**config.mk**
```make
export PLATFORM = sky130hd
export DESIGN_NAME = uart_rx_fifo
export DESIGN_NICKNAME = d
export VERILOG_FILES = /design/src/rtl/uart_rx_fifo.sv
export SDC_FILE = /design/constraint.sdc
export NUM_CORES = 1
export LEC_CHECK = 0
export CORE_MARGIN = 2
export CORE_UTILIZATION = 65
export CTS_BUF_LIST = sky130_fd_sc_hd__clkbuf_4 sky130_fd_sc_hd__clkbuf_8
export CTS_CLUSTER_DIAMETER = 50
export DETAILED_ROUTE_END_ITERATION = 8
export PLACE_DENSITY = 0.85
export SETUP_SLACK_MARGIN = 0.5
export SLEW_MARGIN = 20
export SYNTH_ARGS = -nofsm -noshare
export SYNTH_HDL_FRONTEND = slang
export SYNTH_SLANG_ARGS = --single-unit
```
**constraint.sdc**
```tcl
create_clock -name clk -period 4.36 [get_ports clk]
set_input_delay 0.872 -clock clk [delete_from_list [all_inputs] [get_ports clk]]
set_output_delay 0.872 -clock clk [all_outputs]
set_load 0.02 [all_outputs]
```
**src/rtl/uart_rx_fifo.sv**
```systemverilog
// 8N1 UART receiver with 16x oversampling feeding a small first-word-fall-through FIFO.
// Sticky frame/overrun flags are cleared by clr_err; a new error in the same cycle takes priority.
`timescale 1ns/1ps
module uart_rx_fifo #(
    parameter int DIV   = 325,
    parameter int DEPTH = 4
) (
    input  logic       clk,
    input  logic       reset,
    input  logic       rx,
    input  logic       rd_en,
    input  logic       clr_err,
    output logic [7:0] rx_data,
    output logic       rx_valid,
    output logic       rx_full,
    output logic       frame_err,
    output logic       overrun
);
    localparam int AW = (DEPTH > 1) ? $clog2(DEPTH) : 1;
    localparam int DW = (DIV > 1) ? $clog2(DIV) : 1;
    localparam logic [AW:0]   FULL_CNT = (AW+1)'(DEPTH);
    localparam logic [DW-1:0] DIV_LAST = DW'(DIV - 1);

    typedef enum logic [1:0] {IDLE, START, DATA, STOP} state_t;

    state_t        state;
    logic          rx_s1, rx_s2, rx_prev;
    logic [DW-1:0] div_cnt;
    logic [3:0]    tick_cnt;
    logic [2:0]    bit_idx;
    logic [7:0]    shift_reg;
    logic          push_pend;
    logic          tick, start_edge, frame_evt;

    logic [7:0]    mem [DEPTH];
    logic [AW-1:0] wr_ptr, rd_ptr;
    logic [AW:0]   count;
    logic          pop, wr_ok;

    // Synchronizer plus one extra stage for falling-edge detection on the clean line.
    always_ff @(posedge clk or negedge reset) begin
        if (!reset) begin
            rx_s1   <= 1'b1;
            rx_s2   <= 1'b1;
            rx_prev <= 1'b1;
        end else begin
            rx_s1   <= rx;
            rx_s2   <= rx_s1;
            rx_prev <= rx_s2;
        end
    end

    assign start_edge = (state == IDLE) && !rx_s2 && rx_prev;
    assign tick       = (div_cnt == DIV_LAST);
    assign frame_evt  = (state == STOP) && tick && (tick_cnt == 4'd15) && !rx_s2;

    always_ff @(posedge clk or negedge reset) begin
        if (!reset)                  div_cnt <= '0;
        else if (start_edge || tick) div_cnt <= '0;
        else                         div_cnt <= div_cnt + 1'b1;
    end

    always_ff @(posedge clk or negedge reset) begin
        if (!reset) begin
            state     <= IDLE;
            tick_cnt  <= 4'd0;
            bit_idx   <= 3'd0;
            shift_reg <= 8'h00;
            push_pend <= 1'b0;
        end else begin
            push_pend <= 1'b0;
            case (state)
                IDLE: if (start_edge) begin
                    state    <= START;
                    tick_cnt <= 4'd0;
                end
                START: if (tick) begin
                    if (tick_cnt == 4'd7) begin
                        tick_cnt <= 4'd0;
                        bit_idx  <= 3'd0;
                        state    <= rx_s2 ? IDLE : DATA;
                    end else begin
                        tick_cnt <= tick_cnt + 4'd1;
                    end
                end
                DATA: if (tick) begin
                    tick_cnt <= tick_cnt + 4'd1;
                    if (tick_cnt == 4'd15) begin
                        shift_reg[bit_idx] <= rx_s2;
                        bit_idx            <= bit_idx + 3'd1;
                        if (bit_idx == 3'd7) state <= STOP;
                    end
                end
                STOP: if (tick) begin
                    tick_cnt <= tick_cnt + 4'd1;
                    if (tick_cnt == 4'd15) begin
                        state     <= IDLE;
                        push_pend <= rx_s2;
                    end
                end
                default: state <= IDLE;
            endcase
        end
    end

    // shift_reg stays stable for the cycle after the stop sample, so it is pushed directly.
    assign pop   = rd_en && (count != '0);
    assign wr_ok = push_pend && ((count != FULL_CNT) || pop);

    always_ff @(posedge clk or negedge reset) begin
        if (!reset) begin
            wr_ptr <= '0;
            rd_ptr <= '0;
            count  <= '0;
        end else begin
            if (wr_ok) wr_ptr <= wr_ptr + 1'b1;
            if (pop)   rd_ptr <= rd_ptr + 1'b1;
            if (wr_ok && !pop)      count <= count + 1'b1;
            else if (!wr_ok && pop) count <= count - 1'b1;
        end
    end

    always_ff @(posedge clk) begin
        if (wr_ok) mem[wr_ptr] <= shift_reg;
    end

    always_ff @(posedge clk or negedge reset) begin
        if (!reset) begin
            frame_err <= 1'b0;
            overrun   <= 1'b0;
        end else begin
            frame_err <= (frame_err && !clr_err) || frame_evt;
            overrun   <= (overrun && !clr_err) || (push_pend && (count == FULL_CNT) && !pop);
        end
    end

    assign rx_valid = (count != '0);
    assign rx_full  = (count == FULL_CNT);
    assign rx_data  = rx_valid ? mem[rd_ptr] : 8'h00;
endmodule

```
==> results.cfg <==
[logic_synthesis]
synthCells = 241
synthMuxAreaShare_pct = 9.343
synth_top_cell_area_share_pct = 29.53
synthAdderAreaFrac_pct = 4.460
synth_top_family_by_area = simple AND/OR/NAND/NOR gates
yosys-top-cells-area = edfxtp_1 (30%), dfrtp_1 (28%), mux4_2 (5.5%)
synth_edf_count = 32
syn_area_um2 = 3254
synth.largest_area_cell = edfxtp_1
synth_seq_area_share_pct = 59.63
avgSynthCellArea_um2 = 13.50
synthFlopType = dfrtp_1
synth_fp_nets = 257
synth-xor-area-share_pct = 3.499
yosysWarnings = 0
synthDistinctLibCells = 44
async_flop_share_pct = 54.93
synth_seq_cells = 71
synth-compound-area-share_pct = 3.076
synthSimpleGateAreaFrac_pct = 17.30

[outcome]
status = complete, no violations

[die]
die_area_um2 = 5589
die_y_um = 74.76
rows = 25
initial_core_util_pct = 68.00
core_um2 = 4786
dieWidth_um = 74.76
ios = 17

[cells_and_area]
final_cell_mix = dfrtp_1 (36), edfxtp_1 (32), nor2_1 (16)
layoutNonFillerInstCount = 329
area_growth_syn_to_layout_pct = 12.19
final_common_cell = dfrtp_1
multi_input_area_um2 = 1226
seq_area_um2 = 1941
diodes = 0
nets = 273
drive_gt1_share_pct = 17.18
largest_reg_flops = 32
nFillCells = 294

[power]
vdd_drop_max_mv = 0.3375
p_comb_share_pct = 9.5
clkPwrFrac_pct = 37.4
switching_power_mw = 0.3626
p_leak_nw = 1.527
p_seq_share_pct = 53.1
p_int_mw = 1.120
p_per_area_nw_per_um2 = 406.1
swShare_pct = 24.46

[placement]
portBuffers = 16
place_hpwl_um = 3428
gp_routability_congestion = 0.8134
dp_cells = 313
pre_cts_ws_ns = 1.349

[clocking]
cts_buffer_depth = 2
post_cts_buffers = 0
ctsHtreeMaxLevel = 3
hold_buffers = 0
insertion_delay_ns = 0.34
clkTransAtPathRegs_ns = 0.07
cts_tree = built
cts-buffers-inserted = 9
clkSinkCount = 71
clockRootBuffer = clkbuf_8
cts_resized = 0

[min_path]
holdCritStartpoint = rx_s1$_DFF_PN1_
whs_endpoint = rx_s2$_DFF_PN1_
hold_depth = 0
hp-class = reg2reg

[drt]
viasPerCell = 5.578
firstDrtPassIters = 4
wl_per_cell_um = 15.15
wl_um = 4985
drt_iter0_markers = 79
vias = 1835
ant_nets = 0
drcViolationCount = 0

[timing]
max_freq_mhz = 310.3
fin_skew_ns = 0.007605
tns_ns = 0
rsz0062_at_grt = no
fin_crit_ns = 3.223
worst_pin_slew_ns = 0.8632
final_hold_viol_count = 0
period_share_pct = 73.91
setup_viol = 0
setup_ws_ns = 1.137
slew_headroom_pct = 42.45
finalMaxSlewViolations = 0

[worst_setup_path]
rrSetupSlack_ns = 2.07
worst-path-max-fanout = 10
timing.rr.end = count[2]$_DFFE_PN0P_
critical_path.endpoint_type = primary output
start_kind = register
cp.arrival_ns = 2.35
cp.required_ns = 3.49
path_class = reg2out
reg2reg_depth = 9
reg2reg_from = count[2]$_DFFE_PN0P_

[flow_run]
max_cap_violations = 0

[global_route]
grt_pass1_vias = 1795
top_usage_layer = met2
grtUsageTotal_pct = 20.54
grt_max_degree = 40
grt_pass1_wl_um = 8404
overflow = 0
antenna_found_initial = 0
grt_util_met2_pct = 33.73
use_met3_pct = 3.614
met1_usage_pct = 27.04
[layout make-up]
cell class,instances,share of cell area [%]
Clock buffer,9,3.393
Clock inverter,7,2.399
Inverter,9,0.9253
Multi-Input combinational cell,150,33.58
Sequential cell,71,53.15
Tap cell,67,2.296
Timing Repair Buffer,16,4.249
[power groups by stage]
stage	combinational [mW]	clock (mW)	sequential [mW]
after detailed placement	0.143	0	0.799
after floorplan	0.126	0	0.782
after CTS	0.142	0.564	0.786
after global routing	0.169	0.584	0.795
final	0.141	0.554	0.787
after global placement	0.136	0	0.798
[Yosys cell counts (3+ instances only)]
library cell	number
buf_2	4
mux2_1	3
xor2_1	4
dfstp_2	3
nand3_1	11
edfxtp_1	32
and2_1	14
o21ai_0	8
nand2_1	13
clkbuf_1	5
inv_1	9
nor3_1	6
dfrtp_1	36
xnor2_1	9
nor3b_1	5
ha_1	10
mux4_2	8
mux2_2	8
a31oi_1	3
nor2_1	16
[metal layers]
metal	vias to the layer above	wire length [um]
li1	905	-
met3	10	108
met5	-	0
met4	0	102
met1	893	2323
met2	27	2451
[worst max path at each step]
stage,endpoint,startpoint,depth (start not counted)
after floorplan,count[1]$_DFFE_PN0P_,count[0]$_DFFE_PN0P_,8
after global placement,count[2]$_DFFE_PN0P_,rd_en,9
after detailed placement,count[2]$_DFFE_PN0P_,rd_en,9
after CTS,rx_data[4],rd_ptr[0]$_DFFE_PN0N_,3
after global routing,rx_data[4],rd_ptr[0]$_DFFE_PN0N_,3
final,rx_data[4],rd_ptr[0]$_DFFE_PN0N_,3
[kinds of logic (layout without fill, tap and decap cells)]
group | Yosys count | after routing
AND/OR/NAND/NOR | 90 | 90
flip-flops | 71 | 71
buffers and inverters | 20 | 41
multiplexers | 19 | 19
AO/OA/AOI/OAI | 17 | 17
XOR/XNOR | 13 | 13
adder cells (fa/ha/maj) | 11 | 11
[through the flow]
stage | hold slack, ns | power, mW | util, % | cell area (um^2)
finish | 0.3630 | 1.483 | 76.29 | 3651
CTS | 0.3676 | 1.492 | 76.29 | 3651
detailed placement | 0.3539 | 0.9421 | 71.87 | 3440
global placement | 0.3459 | 0.9348 | 71.87 | 3440
floorplan | 0.3452 | 0.9085 | - | 3254
global route | 0.3732 | 1.548 | 76.29 | 3651
[worst max-delay path, stage by stage, from the launching register on]
cell             delay (ns)
dfrtp_1                0.71
mux4_2                 0.56
and2_1                 0.17
clkdlybuf4s50_1        0.56
(Power assumes the default switching activity.)
